### src/rtl/lsu_align.sv
// lsu_align: MEM-stage load/store unit in front of a word-wide data memory without byte enables.
//   Sub-word stores use read-modify-write; loads return the lane, sign- or zero-extended.
//   Ports: clk_i/rst_i (sync, active-high); req_* valid/ready request (we, size, unsigned, addr, wdata);
//   rsp_* one-cycle response (rdata, err); mem_* word memory port (we, addr, wdata, combinational rdata).
//   Macro LSU_ALIGN_CHECK_EN: flag misaligned half/word as errors; when undefined they are forced aligned.
module lsu_align #(
  parameter int X_LEN = 32
) (
  input  logic             clk_i,
  input  logic             rst_i,
  input  logic             req_valid_i,
  output logic             req_ready_o,
  input  logic             req_we_i,
  input  logic [1:0]       req_size_i,
  input  logic             req_unsigned_i,
  input  logic [X_LEN-1:0] req_addr_i,
  input  logic [X_LEN-1:0] req_wdata_i,
  output logic             rsp_valid_o,
  output logic [X_LEN-1:0] rsp_rdata_o,
  output logic             rsp_err_o,
  output logic             mem_we_o,
  output logic [X_LEN-1:0] mem_addr_o,
  output logic [X_LEN-1:0] mem_wdata_o,
  input  logic [X_LEN-1:0] mem_rdata_i
);
  typedef enum logic [1:0] {IDLE, ACCESS, WRITE, RESP} state_t;
  state_t state_q, state_d;
  logic             we_q, uns_q, err_q, err_d;
  logic [1:0]       size_q;
  logic [X_LEN-1:0] addr_q, wdata_q, rdata_q, rdata_d, merge_q, merge_d, mask;
  logic [4:0]       sh;
  logic [7:0]       b;
  logic [15:0]      h;
  logic             bad;
`ifdef LSU_ALIGN_CHECK_EN
  assign bad = (size_q == 2'b11) | (size_q == 2'b01 & addr_q[0]) | (size_q == 2'b10 & |addr_q[1:0]);
`else
  assign bad = size_q == 2'b11;
`endif
  // Half lanes select on addr[1] only, so an unchecked misaligned half/word falls onto the aligned lane.
  assign sh   = size_q == 2'b00 ? {addr_q[1:0], 3'b000} : {addr_q[1], 4'b0000};
  assign b    = 8'(mem_rdata_i >> sh);
  assign h    = 16'(mem_rdata_i >> sh);
  assign mask = (size_q == 2'b00 ? 32'h0000_00ff : 32'h0000_ffff) << sh;
  always_comb begin
    err_d   = bad;
    merge_d = (mem_rdata_i & ~mask) | ((wdata_q << sh) & mask);
    rdata_d = (we_q | bad) ? '0 :
              size_q == 2'b00 ? {{24{~uns_q & b[7]}}, b} :
              size_q == 2'b01 ? {{16{~uns_q & h[15]}}, h} : mem_rdata_i;
    state_d = state_q;
    case (state_q)
      IDLE:    state_d = req_valid_i ? ACCESS : IDLE;
      ACCESS:  state_d = (we_q & ~bad & size_q != 2'b10) ? WRITE : RESP;
      WRITE:   state_d = RESP;
      default: state_d = IDLE;
    endcase
  end
  always_ff @(posedge clk_i) begin
    if (rst_i) begin
      state_q <= IDLE;
      we_q    <= 1'b0;
      uns_q   <= 1'b0;
      size_q  <= 2'b00;
      addr_q  <= '0;
      wdata_q <= '0;
      rdata_q <= '0;
      err_q   <= 1'b0;
      merge_q <= '0;
    end else begin
      state_q <= state_d;
      if (state_q == IDLE && req_valid_i) begin
        we_q    <= req_we_i;
        uns_q   <= req_unsigned_i;
        size_q  <= req_size_i;
        addr_q  <= req_addr_i;
        wdata_q <= req_wdata_i;
        rdata_q <= '0;
        err_q   <= 1'b0;
      end
      if (state_q == ACCESS) begin
        rdata_q <= rdata_d;
        err_q   <= err_d;
        merge_q <= merge_d;
      end
    end
  end
  assign req_ready_o = state_q == IDLE;
  assign rsp_valid_o = state_q == RESP;
  assign rsp_rdata_o = rsp_valid_o ? rdata_q : '0;
  assign rsp_err_o   = rsp_valid_o & err_q;
  assign mem_addr_o  = {addr_q[X_LEN-1:2], 2'b00};
  assign mem_we_o    = (state_q == WRITE) | (state_q == ACCESS & we_q & ~bad & size_q == 2'b10);
  assign mem_wdata_o = ~mem_we_o ? '0 : state_q == WRITE ? merge_q : wdata_q;
endmodule

### config.mk
export PLATFORM = sky130hd
export DESIGN_NAME = lsu_align
export DESIGN_NICKNAME = d
export VERILOG_FILES = /design/src/rtl/lsu_align.sv
export SDC_FILE = /design/constraint.sdc
export NUM_CORES = 1
export LEC_CHECK = 0
export BUFFER_PORTS_ARGS = -buffer_cell sky130_fd_sc_hd__buf_4
export CAP_MARGIN = 30
export CORE_MARGIN = 2
export CORE_UTILIZATION = 48
export CTS_BUF_LIST = sky130_fd_sc_hd__clkbuf_2
export DETAILED_ROUTE_END_ITERATION = 12
export GPL_ROUTABILITY_DRIVEN = 1
export PLACE_DENSITY = 0.79
export SLEW_MARGIN = 10
export SYNTH_ARGS = -nofsm -noshare
export SYNTH_HDL_FRONTEND = slang
export SYNTH_SLANG_ARGS = --single-unit
### constraint.sdc
create_clock -name clk_i -period 1.7 [get_ports clk_i]
set_input_delay 0.17 -clock clk_i [delete_from_list [all_inputs] [get_ports clk_i]]
set_output_delay 0.17 -clock clk_i [all_outputs]
set_load 0.02 [all_outputs]
==> results.py <==
metrics = {
    "setup_path": {
        "path_class": "flop to primary output",
        "crit_top_cell": "buf_6",
        "worstReg2RegStart": "state_q[1]",
        "cp_slowest_stage_delay_ns": 0.38,
        "path_cells": "buf_6, ha_4, buf_6, buf_12, mux2i_2, nor2_1, buf_4",
        "critical_path_arrival_ns": 2.17,
        "critPathTopFamily": "buffers and inverters",
        "worst_path_max_delay_cell": "dfxtp_2",
        "crit_start": "state_q[1]",
        "end_kind": "primary output",
        "crit_fanout": 7,
        "cp.required_ns": 1.53,
        "critical_path_buf_inv_count": 4,
        "start_kind": "flop",
    },
    "hold_path": {
        "min_from": "req_wdata_i[6]",
        "hold_class": "primary input to flop",
    },
    "timing": {
        "fin_crit_ns": 2.337,
        "setup_tns_ns": -37.27,
        "finalHoldViolCount": 0,
        "worst_pin_slew_ns": 0.5100,
        "relSlewSlack_pct": 66.00,
        "finalCritPeriodShare_pct": 137.5,
        "max_freq_mhz": 427.9,
        "setup_viol": 94,
        "fin_worst_skew_ns": 0.04488,
        "slew_violations": 0,
        "layout_setup_ws_ns": -0.6368,
        "rsz0062_at_grt": "yes",
    },
    "logic_synthesis": {
        "synth_area_leader_cell": "dfxtp_1",
        "synth-xor-area-share_pct": 0.1335,
        "syn_area_mm2": 0.006563,
        "synth-seq-area-share_pct": 41.18,
        "synthAdderAreaFrac_pct": 0.9533,
        "synth_top_family_by_area": "simple AND/OR/NAND/NOR gates",
        "synthSimpleGateAreaFrac_pct": 22.90,
        "syn_inst": 831,
        "ys_types": 42,
        "synth.area.top_cells": "dfxtp_1 (41%), nand2_1 (10%), mux2i_1 (7.6%), a21oi_1 (7.0%), nor2_1 (4.8%)",
        "synth_compound_area_share_pct": 18.95,
        "synth_top_area_share_pct": 41.18,
        "yosysWarnings": 0,
        "muxShareOfSynthArea_pct": 7.626,
        "syn_area_per_cell_um2": 7.897,
        "ys_ff_latch": 135,
    },
    "routing": {
        "highest_layer": "met4",
        "detail-route-antenna-nets": 0,
        "via_count": 7319,
        "drt_iter0_drc": 672,
        "dr_wl_met3_um": 2202,
        "totalWireLength_um": 24800,
        "wl_met1_um": 9168,
        "drc": 0,
        "wire_per_inst_um": 18.94,
        "via_per_inst": 5.591,
        "route.met2.wl_um": 12310,
        "firstDrtPassIters": 7,
    },
    "global_route": {
        "track_usage_pct": 31.84,
        "grt_pass1_wl_um": 36250,
        "overflow": 0,
        "antenna_found_initial": 0,
        "grt_max_degree": 106,
        "grt_pass1_vias": 7197,
    },
    "floorplanning": {
        "die_area_mm2": 0.01462,
        "die_h_um": 120.9,
        "start_util_pct": 49.36,
        "fp-row-count": 42,
        "core-area_mm2": 0.01330,
        "die_x_um": 120.9,
        "ios": 203,
    },
    "power": {
        "p_leak_uw": 0.004264,
        "vdd_drop_max_mv": 0.7050,
        "power_density_mw_per_mm2": 1245,
    },
    "cells_and_area": {
        "syn_to_final_growth_pct": 60.38,
        "nets": 1228,
        "final_cell_mix": "nand2_1 (176), buf_4 (176), dfxtp_1 (131), dlygate4sd3_1 (102), a21oi_1 (84)",
        "antennaDiodeCount": 0,
        "drive_gt1_share_pct": 35.57,
        "fin_cells": 1309,
    },
    "placed_design": {
        "gp_congestion": 0.8817,
        "io_buffer_count": 200,
        "place_inst": 1143,
        "hpwl_um": 13630,
    },
    "job": {
        "cap_violations": 0,
    },
    "clocking": {
        "cts.sinks": 135,
        "cts_buffer_depth": 2,
        "worstSkewPairLatency_ns": 0.75,
        "cts.htree.levels": 4,
        "cts_tree": "yes",
        "path_clk_slew_ns": 0.21,
        "cts_buffers": 17,
        "clock-root-buffer": "clkbuf_2",
    },
    "outcome": {
        "status": "finished with violations",
        "violations": "negative setup slack",
    },
}
synth_stat cells (all sizes together):
cell / instances
nand3b: 8
nor2b: 1
a32oi: 2
a41oi: 1
nand2b: 18
and2: 34
or3b: 2
clkbuf: 47
o22ai: 8
o211ai: 1
conb: 1
mux2i: 50
o31ai: 1
o21ai: 32
o221ai: 8
nand2: 178
nor3: 4
clkinv: 3
nand3: 17
xnor2: 1
ha: 5
inv: 3
a21oi: 94
buf: 50
dfxtp: 135
nor2: 84
a211oi: 10
o22a: 16
o32ai: 8
a21boi: 1
a311oi: 8
kinds of logic (layout without fill, tap and decap cells):
| kind of cell | count (synthesis) | in the layout |
|---|---|---|
| xor+xnor | 1 | 1 |
| fa+ha+maj | 5 | 5 |
| mux | 50 | 50 |
| simple gates | 346 | 346 |
| buf+inv | 103 | 404 |
| flops | 135 | 135 |
| compound gates | 190 | 190 |
| other cells | 1 | 2 |
report_power, final:
part           internal, uW  switching (uW)
Combinational          3170            3460
Sequential             3960             623
Clock                   659            1230
flip-flops by register name, indices dropped and copies added (netlist names):
register and cells:
wdata_q 32, uns_q 1, merge_q 32, size_q 2, rdata_q 32, state_q 2, err_q 1, addr_q 32
we_q 1
timing repair:
item | 4_1_cts | 5_1_grt
setup endpoints to repair | 87 | 127
hold endpoints to repair | 134 | 0
hold buffers | 102 | 0
gates cloned | 9 | 5
gates resized for setup | 110 | 93
pin swaps | 15 | 44
setup buffers | 15 | 9
per-stage QoR:
stage	setup WS, ns	hold WS (ns)	instance area [um2]	power [uW]	util (%)
6_report	-0.6368	0.2028	10530	13110	79.16
3_5_place_dp	-0.1507	0.4261	8159	9273	61.37
3_3_place_gp	0.01987	0.4162	8159	9177	61.37
5_1_grt	-0.7474	0.1606	10530	13710	79.16
2_1_floorplan	-0.07397	0.3060	6604	7766	-
4_1_cts	-0.6461	0.1598	10180	12300	76.54
tightest hold or removal path, stage by stage:
cell and delay [ns]:
dlygate4sd3_1 0.54, buf_4 0.13, nand2_1 0.05, a21oi_1 0.05
final cells by class:
type	instances	area, um2
Sequential cell	135	2710
Timing Repair Buffer	366	3630
Tap cell	176	220.2
Fill cell	803	2770
Multi-Input combinational cell	594	3714
Clock buffer	18	90.09
Clock inverter	14	135.1
Inverter	6	26.28
routing by layer:
| layer | global-route usage (%) | up-vias |
|---|---|---|
| met5 | 0 | - |
| met4 | 15.19 | 0 |
| met3 | 8.083 | 97 |
| met2 | 54.95 | 407 |
| met1 | 36.65 | 3439 |
| li1 | - | 3376 |
worst paths after layout:
path	endpoint	slack, ns	cells past startpoint
setup / recovery	mem_wdata_o[22]	-0.64	7
hold / removal	wdata_q[6]	0.20	4
setup reg to reg	rdata_q[23]	-0.11	8
hold reg to reg	rdata_q[14]	0.47	2
Note: power is estimated with default switching activity, not from simulation.
